$ cat src/rtl/free_list_reclaim.sv
// free_list_reclaim
//   Return path for a pre-initialised free-list FIFO holding the IDs
//   INIT_VAL .. INIT_VAL+DEPTH-1. Every ID popped from the free list is
//   recorded in an outstanding bitmap. Freed IDs are checked against that
//   bitmap, and legal ones are pushed back toward the free-list FIFO input
//   through a 2-entry buffer.
//
// Ports
//   clk, reset            clock, synchronous active-high reset
//   i__alloc_valid/_id    free-list output handshake fired, with the popped ID
//   i__free_valid/_id     freed ID offered; accepted when valid && o__free_ready
//   o__free_ready         buffer not full (registered)
//   o__ret_valid/_id      ID to push back into the free list
//   i__ret_ready          free-list FIFO input ready
//   o__outstanding        number of IDs currently allocated
//   o__err_bad_id         sticky: alloc or free of an out-of-range ID
//   o__err_double_free    sticky: free of an ID that is not outstanding
//   o__err_double_alloc   sticky: alloc of an ID that is already outstanding
module free_list_reclaim #(
  parameter int DATA_WIDTH = 64,
  parameter int DEPTH      = 3,
  parameter int INIT_VAL   = 0
) (
  input  logic                         clk,
  input  logic                         reset,
  input  logic                         i__alloc_valid,
  input  logic [DATA_WIDTH-1:0]        i__alloc_id,
  input  logic                         i__free_valid,
  input  logic [DATA_WIDTH-1:0]        i__free_id,
  output logic                         o__free_ready,
  output logic                         o__ret_valid,
  output logic [DATA_WIDTH-1:0]        o__ret_id,
  input  logic                         i__ret_ready,
  output logic [$clog2(DEPTH+1)-1:0]   o__outstanding,
  output logic                         o__err_bad_id,
  output logic                         o__err_double_free,
  output logic                         o__err_double_alloc
);

  localparam int IDX_W = (DEPTH > 1) ? $clog2(DEPTH) : 1;
  localparam int CNT_W = $clog2(DEPTH + 1);
  localparam logic [DATA_WIDTH-1:0] BASE   = DATA_WIDTH'(INIT_VAL);
  localparam logic [DATA_WIDTH-1:0] SPAN   = DATA_WIDTH'(DEPTH);

  function automatic logic [CNT_W-1:0] popcount(input logic [DEPTH-1:0] v);
    logic [CNT_W-1:0] c;
    c = '0;
    for (int i = 0; i < DEPTH; i++) c = c + CNT_W'(v[i]);
    return c;
  endfunction

  logic [DEPTH-1:0]      bitmap;
  logic [DEPTH-1:0]      bitmap_nxt;

  logic [DATA_WIDTH-1:0] alloc_off;
  logic [DATA_WIDTH-1:0] free_off;
  logic [IDX_W-1:0]      alloc_idx;
  logic [IDX_W-1:0]      free_idx;
  logic                  alloc_in_range;
  logic                  free_in_range;
  logic                  free_fire;
  logic                  free_ok;
  logic                  alloc_dup;
  logic                  free_dup;
  logic                  any_bad;

  // Offset from the pool base; a single unsigned compare on the offset
  // covers both ends of the range (IDs below the base wrap to huge values).
  assign alloc_off      = i__alloc_id - BASE;
  assign free_off       = i__free_id - BASE;
  assign alloc_in_range = alloc_off < SPAN;
  assign free_in_range  = free_off < SPAN;
  assign alloc_idx      = alloc_off[IDX_W-1:0];
  assign free_idx       = free_off[IDX_W-1:0];

  assign free_fire = i__free_valid && o__free_ready;
  assign free_ok   = free_fire && free_in_range && bitmap[free_idx];
  assign free_dup  = free_fire && free_in_range && !bitmap[free_idx];
  assign alloc_dup = i__alloc_valid && alloc_in_range && bitmap[alloc_idx];
  assign any_bad   = (i__alloc_valid && !alloc_in_range) ||
                     (free_fire && !free_in_range);

  // Free is applied after alloc so the bitmap and the count stay consistent
  // even if a legal free coincides with a duplicate alloc of the same ID.
  always_comb begin
    bitmap_nxt = bitmap;
    if (i__alloc_valid && alloc_in_range) bitmap_nxt[alloc_idx] = 1'b1;
    if (free_ok)                          bitmap_nxt[free_idx]  = 1'b0;
  end

  always_ff @(posedge clk) begin
    if (reset) begin
      bitmap              <= '0;
      o__err_bad_id       <= 1'b0;
      o__err_double_free  <= 1'b0;
      o__err_double_alloc <= 1'b0;
    end else begin
      bitmap <= bitmap_nxt;
      if (any_bad)   o__err_bad_id       <= 1'b1;
      if (free_dup)  o__err_double_free  <= 1'b1;
      if (alloc_dup) o__err_double_alloc <= 1'b1;
    end
  end

  assign o__outstanding = popcount(bitmap);

  // ---- return buffer stage (p1): 2-entry FIFO with registered flags ----
  logic [DATA_WIDTH-1:0] buf_p1 [2];
  logic                  wr_ptr_p1;
  logic                  rd_ptr_p1;
  logic [1:0]            occ_p1;
  logic [1:0]            occ_nxt;
  logic                  pop;

  assign pop     = o__ret_valid && i__ret_ready;
  assign occ_nxt = occ_p1 + 2'(free_ok) - 2'(pop);

  always_ff @(posedge clk) begin
    if (reset) begin
      wr_ptr_p1     <= 1'b0;
      rd_ptr_p1     <= 1'b0;
      occ_p1        <= 2'd0;
      o__ret_valid  <= 1'b0;
      o__free_ready <= 1'b1;
    end else begin
      if (free_ok) wr_ptr_p1 <= ~wr_ptr_p1;
      if (pop)     rd_ptr_p1 <= ~rd_ptr_p1;
      occ_p1        <= occ_nxt;
      o__ret_valid  <= occ_nxt != 2'd0;
      o__free_ready <= occ_nxt != 2'd2;
    end
  end

  always_ff @(posedge clk) begin
    if (free_ok) buf_p1[wr_ptr_p1] <= i__free_id;
  end

  assign o__ret_id = buf_p1[rd_ptr_p1];

endmodule
$ cat config.mk
export PLATFORM = sky130hd
export DESIGN_NAME = free_list_reclaim
export DESIGN_NICKNAME = d
export VERILOG_FILES = /design/src/rtl/free_list_reclaim.sv
export SDC_FILE = /design/constraint.sdc
export NUM_CORES = 1
export LEC_CHECK = 0
export ABC_AREA = 0
export ABC_CLOCK_PERIOD_IN_PS = 9850
export CORE_MARGIN = 2
export CORE_UTILIZATION = 49
export CTS_BUF_LIST = sky130_fd_sc_hd__clkbuf_4 sky130_fd_sc_hd__clkbuf_8
export DETAILED_ROUTE_END_ITERATION = 8
export PLACE_DENSITY = 0.87
export REMOVE_ABC_BUFFERS = 1
export SETUP_SLACK_MARGIN = 0.5
export SLEW_MARGIN = 20
export SYNTH_ARGS = -nofsm -noshare
export SYNTH_HDL_FRONTEND = slang
export SYNTH_SLANG_ARGS = --single-unit
$ cat constraint.sdc
create_clock -name clk -period 9.85 [get_ports clk]
set_input_delay 1.97 -clock clk [delete_from_list [all_inputs] [get_ports clk]]
set_output_delay 1.97 -clock clk [all_outputs]
set_load 0.01 [all_outputs]
[Yosys cells after proc, flatten, opt, wreduce, memory -nomap -nowiden]
Memories as Yosys holds them, arrays and structs flattened. A register that Yosys moved wholly into a read port is not among the register bits.
Index checks and enable logic that the tools add are counted.
Cells by class
  add/subtract/negate cells: 4
  order comparisons: 6
  eq/ne operators: 1
  mux-type cells: 14
  bitwise logic cells: 5
  reductions and logical operators: 16
Operator list (number)
  < comparator 64 x 2 -> 1 bit, second input constant: 2
  logical AND 1 bit: 11
  2-to-1 mux 1 bit: 8
  < comparator 2 x 3 -> 1 bit, second input constant: 2
  2-to-1 mux 3 bit: 2
  adder 2 x 1 -> 2 bit: 2
  binary-select mux 1 bit (select 2 bit): 2
  demux 1 bit (select 2 bit): 2
  greater-or-equal comparator 2 x 1 -> 1 bit, second input constant: 2
  bitwise AND 3 bit: 1
  zero test 1 bit: 3
  NOT 3 bit: 1
  OR 3 bit: 1
  adder 1 x 1 -> 2 bit: 1
  inequality test 2 bit, second input constant: 1
  NOT 1 bit: 2
  nonzero test 2 bit: 1
  subtractor 2 x 1 -> 2 bit: 1
  logical OR 1 bit: 1
Storage, ports and cells
  register bits: 12
  RAM bits: 128
  bits of input ports: 133
  logic and storage cells: 56
  memories kept: 1
Memories
  buf_p1: words 2, bits a word 64, read ports 1, clocked after Yosys merged registers in 1, write ports 1, line 108  | logic [DATA_WIDTH-1:0] buf_p1 [2];

[Depth between registers and ports, before layout]
Gate-level depths: netlist of the first run.
  depth in word-level cells: 8
  mapped depth: 9
  depth with buffers taken out: 8

[Worst setup path after synthesis of the first run]
Ideal clock, no wire load.
  path kind: input to register
  start point: input port i__free_id[3]
  end point: memory buf_p1[0][0] (enable)
  setup time: 0.494 ns
  data arrival time: 5.946 ns
  data required time: 9.356 ns
  path slack: 3.410 ns
  stages: 6
  buffers on the path: 1
  cell sequence: nor4_1 nand4_1 nor4_4 and4_1 buf_6 nor2b_1
On the way
  cells in the longest elaborated chain, start to end: 5
Ends and longest elaborated chain
  from (decl): line 29  | input logic [DATA_WIDTH-1:0] i__free_id,
  < comparator 64 x 2 -> 1 bit: line 72  | assign free_in_range = free_off < SPAN;
  logical AND 1 bit (2 in series): line 77  | assign free_ok = free_fire && free_in_range && bitmap[free_idx];
  2-to-1 mux 1 bit: line 135  | if (free_ok) buf_p1[wr_ptr_p1] <= i__free_id;
  2-to-1 mux 1 bit (implied by the code): line 135
  to (decl): line 108
No other way between the ends.

[Worst setup path after layout of the first run]
  start point: input port i__free_id[1]
  end point: memory buf_p1[0][53] (enable)
On the way
  cells in the longest elaborated chain, start to end: 5
  elaborated cells between the ends (all ways): 7
  those cells by class: 1 x order compare; 4 x mux; 2 x reduce/logical
Ends and longest elaborated chain (line)
  < comparator 64 x 2 -> 1 bit / binary-select mux 1 bit (select 2 bit) (equally long branches): 72, 77
  logical AND 1 bit / 2-to-1 mux 1 bit (equally long branches): 77
  logical AND 1 bit *: 77
  2-to-1 mux 1 bit *: 135
  2-to-1 mux 1 bit (implied by the code) *: 135
Every way passes the cells marked *; elsewhere a longest branch is shown, timed or not. The select of a mux whose other input is x is not followed.

==> impl_metrics.toml, run 1 <==
[status]
status = "completed"

[clock_tree]
cts_root_buf = "clkbuf_8"
clk_latency_ns = 0.42
path_clk_slew_ns = 0.08
holdBufCountCts = 0
cts_buffer_depth = 2
post_cts_resized = 0
postCtsSetupBuffers = 0
numCtsBuffers = 17
tritoncts = "done"
cts_sinks = 141
htreeDepth = 4

[worst_setup_path]
path_class = "input pin to flop"
required_ns = 9.91
rrSetupSlack_ns = 7.09
start_kind = "input pin"
cp.arrival_ns = 5.22
crit_path_end_kind = "flop"
crit_fanout = 39

[floorplan]
ioPinCount = 204
initial_core_util_pct = 50.4
rows = 38
dieArea_um2 = 12100
dieHeight_um = 110
dieWidth_um = 110
coreArea_um2 = 10900

[worst_hold_path]
hold_path.class = "flop to flop"

[final_layout]
area_delta_synth_final_pct = 48.7
layout_commonest_cell = "clkdlybuf4s50_1"
layout_common_cells = "clkdlybuf4s50_1 (203), edfxtp_1 (128), mux2_2 (64)"
nets = 656
num-fill-cells = 657
design_area_um2 = 8160
layout-drive-gt1-share_pct = 20.3
fin_util_pct = 75.0

[route]
num_vias = 3592
drt_iter0_markers = 156
route.detailed.drc = 0
wl_per_cell_um = 18.6
ant_nets = 0
firstDrtPassIters = 4
routed_wl_mm = 12.5
vias_per_cell = 5.33

[global_routing]
grt_overflow = 0
grt_pass1_wl_mm = 18.5
grt_pass1_vias = 3793
grt_max_degree = 40
antenna_found_initial = 1
globalRouteTotalUtil_pct = 21.4

[pwr]
leakage_nw = 2.72
powerDensity_nw_per_um2 = 169
peakVddDrop_uv = 113

[yosys]
synth_area_um2 = 5490
syn_inst = 304
synth_cell_types = 32
ys_seq_area_share_pct = 74.7
ys_ff_latch = 141
yosysWarningCount = 0
synth_area_per_cell_um2 = 18.1

[timing]
fin_crit_ns = 5.16
clock_skew_ns = 0.0108
relSlewSlack_pct = 49.3
max_freq_mhz = 194
min_period_over_period_pct = 52.4
drv_slew = 0
worst_pin_slew_ns = 0.759
setup_viol = 0
grt_setup_unrepaired = "false"
finalSetupTns_ns = 0
finalHoldViolations = 0

[placed_design]
io_buffers = 203
gp_congestion = 0.782
dp_hpwl_mm = 9.37
place_area_um2 = 7690

[run]
maxCapViolCount = 0
-- area by class of cell --
class | instances | area, um^2 | area share (%)
Sequential cell | 141 | 4110 | 50.3
Timing Repair Buffer | 206 | 2050 | 25.2
Multi-Input combinational cell | 150 | 1340 | 16.4
Clock buffer | 21 | 283 | 3.46
Clock inverter | 11 | 188 | 2.30
Tap cell | 140 | 175 | 2.15
Inverter | 4 | 15.0 | 0.184
Antenna cell | 1 | 2.50 | 0.0307
-- sequential cells by signal, indices dropped and copies added, names as in the netlist, named ones only --
name and count:
o__err_double_free 1, bitmap 3, occ_p1 2, o__free_ready 1, wr_ptr_p1 1, o__err_double_alloc 1
buf_p1 128, o__err_bad_id 1, o__ret_valid 1, rd_ptr_p1 1
-- per-layer routing --
metal,GRT usage (%),vias up,part of all wire (%)
met4,8.77,0,1.8
met2,40.4,160,57
met5,0,-,0
met1,21.9,1749,34
met3,5.99,19,6.3
li1,-,1664,-
-- worst max-delay path: stages --
cell and delay, ns:
clkdlybuf4s50_1 0.54, a211oi_1 0.38, nand4_1 0.25, nor4_4 0.40, and4_1 0.39, nor2b_4 0.69, buf_4 0.57
-- through the flow --
stage / instances / total power [W] / hold slack [ns] / worst slack [ns]
after global placement: 641 / 0.000865 / 0.486 / 4.21
after CTS: 673 / 0.00139 / 0.508 / 4.62
after global routing: 674 / 0.00143 / 0.522 / 4.38
after detailed placement: 641 / 0.000868 / 0.486 / 4.17
final: 674 / 0.00138 / 0.508 / 4.69
after floorplan: 295 / 0.000746 / 0.481 / 3.42
-- Yosys cell counts --
master | instances | share of area [%]
edfxtp_1 | 128 | 70
buf_6 | 1 | 0.21
a41o_1 | 1 | 0.18
mux2_4 | 1 | 0.27
inv_1 | 4 | 0.27
mux2i_1 | 2 | 0.36
ha_1 | 2 | 0.46
a41oi_1 | 1 | 0.16
and4_1 | 1 | 0.16
nor4_2 | 3 | 0.68
a31oi_1 | 3 | 0.34
nand4_1 | 8 | 0.91
mux2_2 | 64 | 13
and2b_1 | 1 | 0.14
dfxtp_1 | 13 | 4.7
or3_1 | 1 | 0.11
clkbuf_1 | 8 | 0.55
o2bb2ai_1 | 2 | 0.32
xnor2_1 | 2 | 0.32
and2_1 | 2 | 0.23
nor4_4 | 1 | 0.39
nor2_1 | 12 | 0.82
a211oi_1 | 4 | 0.55
fa_1 | 1 | 0.36
or2_2 | 1 | 0.11
nor2b_1 | 3 | 0.34
o22ai_1 | 1 | 0.11
xor2_1 | 1 | 0.16
nand2_1 | 2 | 0.14
nor4_1 | 28 | 3.2
o21ba_2 | 1 | 0.18
a21oi_1 | 1 | 0.091
-- logic make-up (layout without fill, tap and decap cells) --
group,count (synthesis),after routing,synth area share [%]
multiplexers,67,67,13.8
buffers and inverters,13,242,1.03
AND/OR/NAND/NOR,63,63,7.22
adder cells (fa/ha/maj),3,3,0.820
XOR/XNOR,3,3,0.479
AO/OA/AOI/OAI,14,14,1.94
other,0,1,0
flip-flops,141,141,74.7
-- where the power goes --
group,internal [W],leakage (nW),total (W),switching (W)
combinational,0.000122,1.23,0.000188,0.0000658
sequential,0.000656,1.26,0.000666,0.00000949
clock,0.000324,0.233,0.000529,0.000205
-- final timing paths --
path,endpoint,depth (start not counted),from
worst max-delay path,buf_p1[0][53],7,i__free_id[1]
worst min-delay path,o__err_double_free,2,o__err_double_free
worst max register to register,buf_p1[0][53],5,bitmap[2]
worst min register to register,o__err_double_free,2,o__err_double_free
No activity file was read; power rests on OpenSTA's default activity.
==> run 2: changes to the inputs <==
- ABC_CLOCK_PERIOD_IN_PS: 9850 -> 4300
- CORE_UTILIZATION: 49 -> 41
- PLACE_DENSITY: 0.87 -> 0.78
- clock period: 9.85 -> 4.3 ns (I/O delays scaled with it)
==> impl_metrics.toml, run 2 (synthesis results as in run 1) <==
[final_layout]
largest_reg_flops = 128
layout_common_cells = "clkdlybuf4s50_1 (203), edfxtp_1 (128), mux2_2 (64)"
largest_register = "buf_p1"
top_regs = "buf_p1 (128), bitmap (3), occ_p1 (2)"
multi_input_area_um2 = 1340
nets = 658
layout_commonest_cell = "clkdlybuf4s50_1"
num-fill-cells = 998
layout-drive-gt1-share_pct = 19.9
fin_util_pct = 62.3
regArea_um2 = 4110
design_area_um2 = 8180
area_delta_synth_final_pct = 49.1

[clock_tree]
postCtsSetupBuffers = 0
cts_sinks = 141
holdBufCountCts = 0
path_clk_slew_ns = 0.08
cts_root_buf = "clkbuf_8"
htreeDepth = 4
clk_latency_ns = 0.42
post_cts_resized = 0
cts_buffer_depth = 2
tritoncts = "done"
numCtsBuffers = 17

[timing]
drv_slew = 0
worst_pin_slew_ns = 0.538
relSlewSlack_pct = 64.1
max_freq_mhz = 286
min_period_over_period_pct = 81.3
fin_crit_ns = 3.49
clock_skew_ns = 0.0105
whs_ns = 0.488
grt_setup_unrepaired = "false"
finalSetupTns_ns = 0
finalHoldViolations = 0
setup_viol = 0

[worst_setup_path]
required_ns = 4.42
reg2regPathDepth = 5
crit_fanout = 29
cp.arrival_ns = 3.61
start_kind = "input pin"
path_class = "input pin to flop"
crit_path_end_kind = "flop"

[worst_hold_path]
hold_path.class = "flop to flop"
holdPathStages = 2

[pwr]
p_seq_share_pct = 50.8
peakVddDrop_uv = 173
power_w = 0.00299
powerDensity_nw_per_um2 = 366
combPwrFrac_pct = 14.8
internal-power_w = 0.00237
clkPwrFrac_pct = 34.4
leakage_nw = 2.70
power.share.switching_pct = 21.0
p_switching_w = 0.000629

[route]
wl_per_cell_um = 18.3
ant_nets = 0
firstDrtPassIters = 4
vias_per_cell = 5.05
num_vias = 3593
routed_wl_mm = 13.0
drt_iter0_markers = 184
route.detailed.drc = 0

[global_routing]
grt_overflow = 0
grt_max_degree = 44
globalRouteTotalUtil_pct = 18.6
antenna_found_initial = 2
grt_pass1_wl_mm = 19.8
grt_pass1_vias = 3974

[placed_design]
place_area_um2 = 7800
gp_congestion = 0.816
dp_hpwl_mm = 9.77
io_buffers = 203

[run]
maxCapViolCount = 0

[status]
status = "completed"

[floorplan]
dieHeight_um = 120
rows = 42
dieArea_um2 = 14300
initial_core_util_pct = 41.8
coreArea_um2 = 13100
dieWidth_um = 120
ioPinCount = 204
==> run 2: worst max-delay path, cell delays in order <==
cell,delay (ns)
clkdlybuf4s50_1,0.55
a211oi_1,0.42
nand4_1,0.25
nor4_4,0.40
and4_1,0.39
nor2b_4,0.46
buf_12,0.26
==> run 2: layout make-up <==
type,instances,area share (%)
repair buffers,208,25.9
inverters,4,0.183
clock buffers,20,3.13
clock inverters,10,1.51
multi-input cells,150,16.4
flip-flops and latches,141,50.2
well taps,176,2.69
diodes,2,0.0612
==> run 2: stage by stage <==
| step | cells | worst slack (ns) |
|---|---|---|
| after CTS | 709 | 0.702 |
| after global placement | 679 | 0.279 |
| after detailed placement | 679 | 0.236 |
| final | 711 | 0.805 |
| after global routing | 711 | 0.612 |
| after floorplan | 295 | -1.02 |
==> run 2: per-layer routing <==
layer | routed length (um) | vias up | global-route usage (%)
li1 | - | 1670 | -
met2 | 6970 | 167 | 33.7
met3 | 846 | 21 | 5.51
met4 | 378 | 0 | 8.82
met5 | 0 | - | 0
met1 | 4830 | 1735 | 19.8
==> run 2: worst paths after layout <==
path,end,start,slack (ns)
max,buf_p1[0][22],i__free_id[1],0.81
max reg2reg,buf_p1[0][22],bitmap[2],2.14
min,o__err_double_alloc,o__err_double_alloc,0.49
min reg2reg,o__err_double_alloc,o__err_double_alloc,0.49
==> run 2: power groups by stage <==
stage	clock network, W	registers [W]	logic [W]
floorplan	0	0.00157	0.000142
global placement	0	0.00155	0.000438
detailed placement	0	0.00155	0.000445
CTS	0.00105	0.00152	0.000448
global route	0.00111	0.00152	0.000469
finish	0.00103	0.00152	0.000442
==> run 3: changes to the inputs <==
- ABC_CLOCK_PERIOD_IN_PS: 4300 -> 3450
- CORE_UTILIZATION: 41 -> 46
- PLACE_DENSITY: 0.78 -> 0.83
- clock period: 4.3 -> 3.45 ns (I/O delays scaled with it)
==> impl_metrics.toml, run 3 (synthesis results as in run 1) <==
[status]
status = "finished with violations"
violations = "design-rule violations"

[timing]
finalHoldViolations = 0
whs_ns = 0.491
drv_slew = 0
relSlewSlack_pct = 68.2
setup_viol = 0
grt_setup_unrepaired = "false"
fin_crit_ns = 2.85
clock_skew_ns = 0.00733
fin_ws_ns = 0.602
worst_pin_slew_ns = 0.473
max_freq_mhz = 351
min_period_over_period_pct = 82.6

[worst_hold_path]
min_to = "o__err_double_free"
holdPathStages = 2
hold_path.class = "flop to flop"
min-delay-start = "o__err_double_free"

[clock_tree]
holdBufCountCts = 0
htreeDepth = 4
clk_latency_ns = 0.42
path_clk_slew_ns = 0.07
tritoncts = "done"
cts_sinks = 141
cts_buffer_depth = 2
numCtsBuffers = 17
postCtsSetupBuffers = 0
cts_root_buf = "clkbuf_8"

[worst_setup_path]
required_ns = 3.76
start_kind = "input pin"
worst_path_max_delay_cell = "clkdlybuf4s50_1"
cp.arrival_ns = 3.16
crit_path_end_kind = "flop"
path_class = "input pin to flop"
slowest_delay_ns = 0.49
rrSetupSlack_ns = 1.54
crit_fanout = 4
crit_path_cell_trace = "clkdlybuf4s50_1, nor4_4, nand4_1, nor4_4, and4_1, ha_1, nor2b_1, or2_2"
path_common_cell = "nor4_4"
timing.rr.end = "o__ret_valid"
reg2regPathDepth = 6
rr_startpoint = "bitmap[2]"

[route]
num_vias = 3619
wl_per_cell_um = 18.7
ant_nets = 0
routed_wl_mm = 12.8
drt_iter0_markers = 176
firstDrtPassIters = 8
vias_per_cell = 5.28
route.detailed.drc = 13

[final_layout]
num-fill-cells = 760
top_regs = "buf_p1 (128), bitmap (3), occ_p1 (2)"
nets = 665
regArea_um2 = 4110
largest_register = "buf_p1"
layout_commonest_cell = "clkdlybuf4s50_1"
antennaDiodeCount = 0
area_delta_synth_final_pct = 50.4
multi_input_area_um2 = 1370
layout_common_cells = "clkdlybuf4s50_1 (203), edfxtp_1 (128), mux2_2 (64)"
layout-drive-gt1-share_pct = 21.6
largest_reg_flops = 128

[pwr]
powerDensity_nw_per_um2 = 456
combPwrFrac_pct = 15.0
peakVddDrop_uv = 286
power_w = 0.00376
internal-power_w = 0.00295
clkPwrFrac_pct = 34.5
p_seq_share_pct = 50.5
leakage_nw = 2.75
power.share.switching_pct = 21.6
p_switching_w = 0.000813

[floorplan]
ioPinCount = 204
rows = 39
coreArea_um2 = 11500
dieWidth_um = 113
dieArea_um2 = 12800
dieHeight_um = 113
initial_core_util_pct = 47.7

[global_routing]
grt_pass1_vias = 3815
use_met1_pct = 23.5
gr-usage-met3_pct = 6.48
grt_max_degree = 29
globalRouteTotalUtil_pct = 20.1
antenna_found_initial = 0
grt_overflow = 0
grt_pass1_wl_mm = 19.3
use_met2_pct = 35.3
top_usage_layer = "met2"

[placed_design]
dp_hpwl_mm = 9.50
pre_cts_ws_ns = 0.0538
gp_congestion = 0.850
io_buffers = 203

[run]
maxCapViolCount = 0
==> run 3: cell types whose count changed in the layout (fill, tap and decap cells not counted), moves of 2 or more <==
cell	previous run	this run
buf_12	4	6
diode_2	2	0
buf_4	1	6
nor4_1	28	26
clkbuf_4	3	1
==> run 3: power groups by stage <==
stage | Clock [W] | Combinational (W) | Sequential [W]
3_3_place_gp | 0 | 0.000552 | 0.00194
2_1_floorplan | 0 | 0.000177 | 0.00195
5_1_grt | 0.00139 | 0.000599 | 0.00190
3_5_place_dp | 0 | 0.000562 | 0.00194
4_1_cts | 0.00132 | 0.000567 | 0.00190
6_report | 0.00130 | 0.000565 | 0.00190
==> run 3: worst max-delay path, delay by kind of cell <==
kind	cells	cell delay, ns
adder cells (fa/ha/maj)	1	0.27
buffers and inverters	1	0.49
AND/OR/NAND/NOR	6	1.72
==> run 3: worst max-delay path by stage <==
stage | start | to | cells past startpoint | slack, ns
after floorplan | i__free_id[3] | buf_p1[0][0] | 5 | -1.70
after global placement | i__free_id[1] | o__ret_valid | 8 | 0.17
after detailed placement | i__free_id[1] | o__ret_valid | 8 | 0.05
after CTS | i__free_id[1] | o__ret_valid | 8 | 0.50
after global routing | i__free_id[17] | o__ret_valid | 9 | 0.53
final | i__free_id[47] | o__ret_valid | 8 | 0.60
==> run 3: final cells by class <==
type	instances	area share, %
clock buffer	18	2.93
clock inverter	14	1.82
inverter	4	0.182
multi-input combinational	150	16.5
sequential	141	49.8
tap	143	2.17
timing repair buffer	215	26.6
==> run 3: layer usage <==
| metal | vias up | part of all wire, % |
|---|---|---|
| li1 | 1681 | - |
| met3 | 14 | 7.6 |
| met5 | - | 0 |
| met1 | 1751 | 39 |
| met2 | 173 | 52 |
| met4 | 0 | 1.2 |
==> run 3: timing repair <==
action / in CTS / in global routing
resized for setup: 2 / 3
setup endpoints to repair: 12 / 36
endpoints found under the hold margin: 0 / 0
==> run 3: metrics by stage <==
step | cells | cell area [um^2] | setup TNS [ns] | utilization [%]
floorplan | 295 | 5450 | -128.04 | -
finish | 685 | 8260 | 0 | 71.7
CTS | 685 | 8240 | 0 | 71.5
detailed placement | 653 | 7840 | 0 | 68.0
global route | 685 | 8260 | 0 | 71.7
global placement | 653 | 7840 | 0 | 68.0
